[config.mk]
export PLATFORM = sky130hd
export DESIGN_NAME = servgrid_qmon
export DESIGN_NICKNAME = d
export VERILOG_FILES = /design/src/rtl/servgrid_qmon.sv
export SDC_FILE = /design/constraint.sdc
export NUM_CORES = 1
export LEC_CHECK = 0
export BUFFER_PORTS_ARGS = -buffer_cell sky130_fd_sc_hd__buf_2
export CAP_MARGIN = 20
export CORE_ASPECT_RATIO = 0.75
export CORE_MARGIN = 4
export CORE_UTILIZATION = 60
export DETAILED_ROUTE_END_ITERATION = 16
export HOLD_SLACK_MARGIN = 0.05
export PLACE_DENSITY = 0.84
export SETUP_SLACK_MARGIN = 0.15
export SYNTH_ARGS = -nofsm -noshare
export SYNTH_HDL_FRONTEND = slang
export SYNTH_SLANG_ARGS = --single-unit
[constraint.sdc]
create_clock -name wb_clk -period 2.27 [get_ports wb_clk]
set_input_delay 0.227 -clock wb_clk [delete_from_list [all_inputs] [get_ports wb_clk]]
set_output_delay 0.227 -clock wb_clk [all_outputs]
set_load 0.02 [all_outputs]
[src/rtl/servgrid_qmon.sv]
// rtl/servgrid_qmon.sv - per-tile toggle counters, rise-pending interrupts and a Wishbone register window
//
// Watches the q outputs of a grid of servant tiles. Every tile has a
// saturating toggle counter and a pending bit that sets on a rising edge.
// The pending bits, gated by a mask, form a registered interrupt.
//
// Optional feature macro: SERVGRID_QMON_SYNC_EN
//   defined   : i_q passes through a two-flop synchronizer before sampling
//   undefined : i_q is sampled directly (it is synchronous to wb_clk)
//
// Ports:
//   wb_clk    - single clock, rising edge
//   wb_rst    - synchronous active-high reset
//   i_q       - grid q outputs, bit t = tile t (row*ncol+col)
//   i_wb_adr  - byte address, bits [8:2] select the word
//   i_wb_dat  - write data, bits above NTILE ignored
//   i_wb_sel  - byte select, ignored (writes are full-word)
//   i_wb_we   - write enable
//   i_wb_stb  - cycle request
//   o_wb_rdt  - read data, non-zero only while o_wb_ack is high
//   o_wb_ack  - single-cycle acknowledge
//   o_irq     - registered OR of pending & mask
//
// Register map (word offset):
//   0..NTILE-1 COUNT[t]  read: counter, write: clear
//   0x40       STATUS    read-only sampled q
//   0x41       PENDING   write-1-to-clear
//   0x42       MASK      read/write

module servgrid_qmon #(
  parameter int NTILE = 16,
  parameter int CNT_W = 16
) (
  input  logic             wb_clk,
  input  logic             wb_rst,
  input  logic [NTILE-1:0] i_q,
  input  logic [31:0]      i_wb_adr,
  input  logic [31:0]      i_wb_dat,
  input  logic [3:0]       i_wb_sel,
  input  logic             i_wb_we,
  input  logic             i_wb_stb,
  output logic [31:0]      o_wb_rdt,
  output logic             o_wb_ack,
  output logic             o_irq
);

  localparam logic [6:0]       OFF_STATUS  = 7'h40;
  localparam logic [6:0]       OFF_PENDING = 7'h41;
  localparam logic [6:0]       OFF_MASK    = 7'h42;
  localparam logic [CNT_W-1:0] CNT_MAX     = '1;

  // Number of edges after reset before both q_s and q_d hold real samples.
  // Each synchronizer stage adds one more edge to wait for.
`ifdef SERVGRID_QMON_SYNC_EN
  localparam int FILL_N = 4;
`else
  localparam int FILL_N = 2;
`endif

  logic [NTILE-1:0] q_s_q, q_s_d;
  logic [NTILE-1:0] q_d_q, q_d_d;
  logic [FILL_N-1:0] fill_q, fill_d;
  logic [CNT_W-1:0] cnt_q [NTILE];
  logic [CNT_W-1:0] cnt_d [NTILE];
  logic [NTILE-1:0] pend_q, pend_d;
  logic [NTILE-1:0] mask_q, mask_d;
  logic [31:0]      rdt_q, rdt_d;
  logic             ack_q, ack_d;
  logic             irq_q, irq_d;

  logic             primed;
  logic [6:0]       off;
  logic             req;
  logic             wr;
  logic [NTILE-1:0] wdat;
  logic [NTILE-1:0] tog;
  logic [NTILE-1:0] rise;
  logic [NTILE-1:0] w1c;
  logic [31:0]      rd;

  logic unused_bits;
  assign unused_bits = ^{i_wb_sel, i_wb_adr, i_wb_dat};

`ifdef SERVGRID_QMON_SYNC_EN
  logic [NTILE-1:0] sync1_q, sync1_d;
  logic [NTILE-1:0] sync2_q, sync2_d;

  always_comb begin
    sync1_d = i_q;
    sync2_d = sync1_q;
    q_s_d   = sync2_q;
  end

  always_ff @(posedge wb_clk) begin
    if (wb_rst) begin
      sync1_q <= '0;
      sync2_q <= '0;
    end else begin
      sync1_q <= sync1_d;
      sync2_q <= sync2_d;
    end
  end
`else
  always_comb begin
    q_s_d = i_q;
  end
`endif

  // A one shifts through fill_q once per edge after reset; the top bit is
  // the primed flag, so the reset-zero contents of q_s/q_d never count.
  assign primed = fill_q[FILL_N-1];

  always_comb begin
    q_d_d  = q_s_q;
    fill_d = {fill_q[FILL_N-2:0], 1'b1};

    off  = i_wb_adr[8:2];
    // A request is accepted only while no ack is showing, which spaces
    // acks apart when stb is held.
    req  = i_wb_stb & ~ack_q;
    wr   = req & i_wb_we;
    wdat = i_wb_dat[NTILE-1:0];

    tog  = primed ? (q_s_q ^ q_d_q) : '0;
    rise = primed ? (q_s_q & ~q_d_q) : '0;

    rd = '0;
    for (int t = 0; t < NTILE; t++) begin
      if (off == 7'(t)) begin
        rd = 32'(cnt_q[t]);
      end
    end
    case (off)
      OFF_STATUS:  rd = 32'(q_s_q);
      OFF_PENDING: rd = 32'(pend_q);
      OFF_MASK:    rd = 32'(mask_q);
      default:     ;
    endcase

    // Clear takes priority over a simultaneous toggle.
    for (int t = 0; t < NTILE; t++) begin
      cnt_d[t] = cnt_q[t];
      if (wr && (off == 7'(t))) begin
        cnt_d[t] = '0;
      end else if (tog[t] && (cnt_q[t] != CNT_MAX)) begin
        cnt_d[t] = cnt_q[t] + CNT_W'(1);
      end
    end

    // Rise is OR'd in after the clear so a coincident rise survives.
    w1c    = (wr && (off == OFF_PENDING)) ? wdat : '0;
    pend_d = (pend_q & ~w1c) | rise;
    mask_d = (wr && (off == OFF_MASK)) ? wdat : mask_q;

    irq_d = |(pend_q & mask_q);
    ack_d = req;
    rdt_d = req ? rd : '0;
  end

  always_ff @(posedge wb_clk) begin
    if (wb_rst) begin
      q_s_q  <= '0;
      q_d_q  <= '0;
      fill_q <= '0;
      for (int t = 0; t < NTILE; t++) begin
        cnt_q[t] <= '0;
      end
      pend_q <= '0;
      mask_q <= '0;
      rdt_q  <= '0;
      ack_q  <= 1'b0;
      irq_q  <= 1'b0;
    end else begin
      q_s_q  <= q_s_d;
      q_d_q  <= q_d_d;
      fill_q <= fill_d;
      for (int t = 0; t < NTILE; t++) begin
        cnt_q[t] <= cnt_d[t];
      end
      pend_q <= pend_d;
      mask_q <= mask_d;
      rdt_q  <= rdt_d;
      ack_q  <= ack_d;
      irq_q  <= irq_d;
    end
  end

  assign o_wb_rdt = rdt_q;
  assign o_wb_ack = ack_q;
  assign o_irq    = irq_q;

endmodule

== Yosys cells after proc, flatten, opt, wreduce, memory -nomap -nowiden ==
Memory sizes are Yosys's and may differ from the RTL's.
Index checks and enable logic that the tools add are counted.
Storage, ports and cells
  register bits: 100
  memory bits (writable): 256
  input port bits: 88
  output and inout bits: 34
  memories kept: 1
Memory list
  cnt_q: words 16, width 16, read ports 16, clocked after Yosys merged registers in 0, write ports 16, line 63  | logic [CNT_W-1:0] cnt_q [NTILE];
Cells by class
  $add $sub $neg: 16
  equal/unequal tests: 34
  muxes and demuxes: 72
  bitwise gates (word level): 27
  reductions and logical operators: 37
Operator list (number)
  16-bit two-way mux: 52
  32-bit two-way mux: 15
  16-bit by 1-bit adder with 16-bit output (second input constant): 16
  16-bit inequality test (second input constant): 16
  32-bit one-hot mux with 3 select lines: 1
  7-bit by 4-bit equality test with 1-bit output (second input constant): 8
  16-bit AND: 3
  1-bit logical AND: 34
  16-bit NOT: 2
  7-bit by 3-bit equality test with 1-bit output (second input constant): 4
  7-bit equality test (second input constant): 3
  1-bit bitwise OR: 16
  16-bit bitwise OR: 1
  16-bit OR reduction: 1
  16-bit bitwise XOR: 1
  7-bit by 2-bit equality test with 1-bit output (second input constant): 2
  7-bit by 1-bit equality test with 1-bit output (second input constant): 1
  7-bit zero test: 1
  1-bit two-way mux: 4
  1-bit AND: 2
  1-bit NOT: 2
  2-bit OR reduction: 1

== Depth between registers and ports, before layout ==
  word-level depth: 18
  gate-level depth with buffers: 10
  depth with buffers taken out: 8

== Least setup slack after synthesis ==
OpenSTA, ideal clock, no wires.
  path kind: register to register
  start point: register q_d_q[5]
  end point: memory cnt_q[5][14], in the netlist cnt_q[0][94]
  setup time: 0.117 ns
  data arrival time: 1.767 ns
  path slack: 0.386 ns
  stages on the path, launching flop included: 9
  path buffers: 0
  clock period less this slack: 1.884 ns
  cell sequence: dfxtp_1 -> inv_1 -> ha_1 -> and2b_1 -> nand3_1 -> a2111oi_0 -> nand4_1 -> xor2_1 -> nor2_1
RTL lines
  start: declaration: line 61  | logic [NTILE-1:0] q_d_q, q_d_d;
  start signal: assignment: line 175  | q_d_q <= q_d_d;
  end: declaration: line 63

==> results.json <==
{
  "outcome": "completed",
  "placement.cell_area_sq_um": 18570,
  "fillers": 2180,
  "design.die.area_sq_um": 32230,
  "synth_edf_count": 0,
  "gp_congestion": 1.052,
  "cts_root_buf": "clkbuf_16",
  "wl_per_cell_microns": 21.85,
  "drtAntennaViolNets": 0,
  "skew_ps": 25.03,
  "min_from": "i_wb_stb",
  "initialDrtViolationCount": 2182,
  "worstSetupPathType": "flop to flop",
  "cp-end-kind": "flop",
  "synth_area_leaders": "dfxtp_1, nor2_1, xor2_1",
  "path_clk_slew_ps": 70,
  "tightestPinTransition_ps": 785.1,
  "initial_core_util": 0.6071,
  "critical_path.max_fanout": 8,
  "grt_antenna_before_repair": 1,
  "nets": 2305,
  "drv_cap": 0,
  "grt_pass1_wl_microns": 87200,
  "placed_cells": 2507,
  "ys_top_cells_by_count": "nor2_1, dfxtp_1, nand2_1",
  "stdcell_count": 2600,
  "synth.distinct_cells": 80,
  "yosysWarningCount": 0,
  "finalSetupTns_ps": 0,
  "cellPowerDensity_nw_per_um2": 632.6,
  "core.rowCount": 54,
  "areaGrowthSynthToFinish_pct": 14.18,
  "die_h_microns": 156.5,
  "vdd_drop_max_mv": 0.5611,
  "synth-seq-area-share": 0.3859,
  "final_hold_viol_count": 0,
  "p_leak_nw": 7.253,
  "max_slew_margin": 0.4755,
  "grt-ovfl-total": 0,
  "drive_gt1_frac": 0.1259,
  "synth_area_sq_um": 17640,
  "diodes": 0,
  "fin_area_sq_um": 20140,
  "cts_sinks": 340,
  "fin_crit_sh": 0.9193,
  "hold_path.class": "input pin to flop",
  "dp_hpwl_microns": 40260,
  "fmax_ghz": 0.4792,
  "fin_total_pwr_mw": 12.74,
  "r2r-start": "q_d_q[9]",
  "ys.flop_type": "dfxtp_1",
  "startpoint": "q_d_q[9]",
  "coreArea_sq_um": 29050,
  "register_area_sq_um": 6813,
  "num_io_pins": 122,
  "clockBufferDepth": 3,
  "synth_seq_cells": 340,
  "drv_slew": 0,
  "multi_input_area_sq_um": 10250,
  "yosys.area.top_type": "dfxtp_1",
  "grt_setup_unrepaired": "yes",
  "fin_crit_ps": 2087,
  "async_reset_ff_frac": 0,
  "grt_usage": 0.3445,
  "postSynthCellCount": 2065,
  "insertion_delay_ps": 540,
  "critPathLaunchType": "flop",
  "vias": 16568,
  "cts_tree": "built",
  "drtPass1Iterations": 7,
  "drc_errors": 0,
  "cts-buffers-inserted": 34,
  "io_buffers": 60,
  "synth_top_area_frac": 0.3859,
  "grt_pass1_vias": 15380,
  "h-tree-depth": 2,
  "setup_viol_count_final": 0,
  "die_w_microns": 206.0,
  "yosysMostFrequentCell": "nor2_1",
  "grt_max_degree": 69,
  "arrival_ps": 2500,
  "syn-mean-instance-area_sq_um": 8.541,
  "via_per_inst": 6.372,
  "crit_required_ps": 2680,
  "wl_microns": 56810
}
==> flip-flops by register name, indices dropped and copies added, names as in the netlist <==
signal and count:
cnt_q 256, mask_q 16, o_wb_rdt 16, pend_q 16, q_d_d 16, q_d_q 16
fill_q 2, o_irq 1, o_wb_ack 1
==> timing repair <==
item / CTS / global route
hold buffers: 32 / 0
setup endpoints to repair: 4 / 62
pin swaps: 0 / 3
endpoints found under the hold margin: 46 / 0
gates resized for setup: 2 / 24
setup buffers: 0 / 2
==> cells in the final DEF, fill, tap and decap left out, drive strengths merged, types with 32 or more instances in the layout <==
master and instances:
dlygate4sd3 32, nor3 44, a22oi 36, dfxtp 340
nand3 111, and3 43, buf 142, xor2 117
nand2 169, inv 40, mux2i 56, a21oi 76
nor2 347, ha 32, clkbuf 47, xnor2 89
nand4 88, o21ai 56, nor2b 45
==> per-stage QoR <==
step / utilization / hold WS (ps) / worst slack (ps)
finish: 0.6932 / 212.8 / 183.2
global route: 0.6932 / 200.9 / 98.52
CTS: 0.6894 / 196.5 / 139.3
detailed placement: 0.6391 / 425.4 / 87.29
global placement: 0.6391 / 418.1 / 111.3
floorplan: - / 355.2 / 385.6
==> worst max-delay path, cell delays in order, from the launching register on <==
cell and delay, ps:
dfxtp_1 300, inv_1 40, ha_1 410, or4_1 680, nor4_1 310, xnor2_1 160
nor2_1 50
==> kinds of logic (layout without fill, tap and decap cells) <==
kind of cell | count (synthesis) | after routing | synth area share
other cells | 1 | 16 | 0.0002126
flops | 340 | 340 | 0.3859
buf+inv | 145 | 273 | 0.04150
simple gates | 962 | 962 | 0.2687
compound gates | 293 | 293 | 0.1143
fa+ha+maj | 32 | 32 | 0.02270
xor+xnor | 206 | 206 | 0.1023
mux | 86 | 86 | 0.06434
==> final cells by class <==
class                   count  share of cell area
inverters                  40            0.007456
repair buffers            174             0.06462
flip-flops and latches    340              0.3383
multi-input cells        1595              0.5089
well taps                 392             0.02436
clock buffers              47             0.04821
clock inverters            12            0.008201
==> metal layers <==
layer	wire length (microns)	global-route usage
met4	1750	0.1026
met5	13	0
met3	7253	0.08825
met1	23590	0.5007
met2	24200	0.5075
==> path summary, 6_finish.rpt <==
kind,cells after the start,endpoint,slack [ps]
hold reg to reg,1,fill_q[1],450
hold / removal,3,o_wb_ack,210
setup / recovery,6,cnt_q[1][30],180
setup reg to reg,6,cnt_q[1][30],180
==> power breakdown <==
| group | internal, mW | switching, mW |
|---|---|---|
| Combinational | 0.317 | 0.540 |
| Clock | 3.36 | 2.44 |
| Sequential | 6.03 | 0.0636 |
| Total | 9.70 | 3.04 |
No activity file was read; power rests on OpenSTA's default activity.
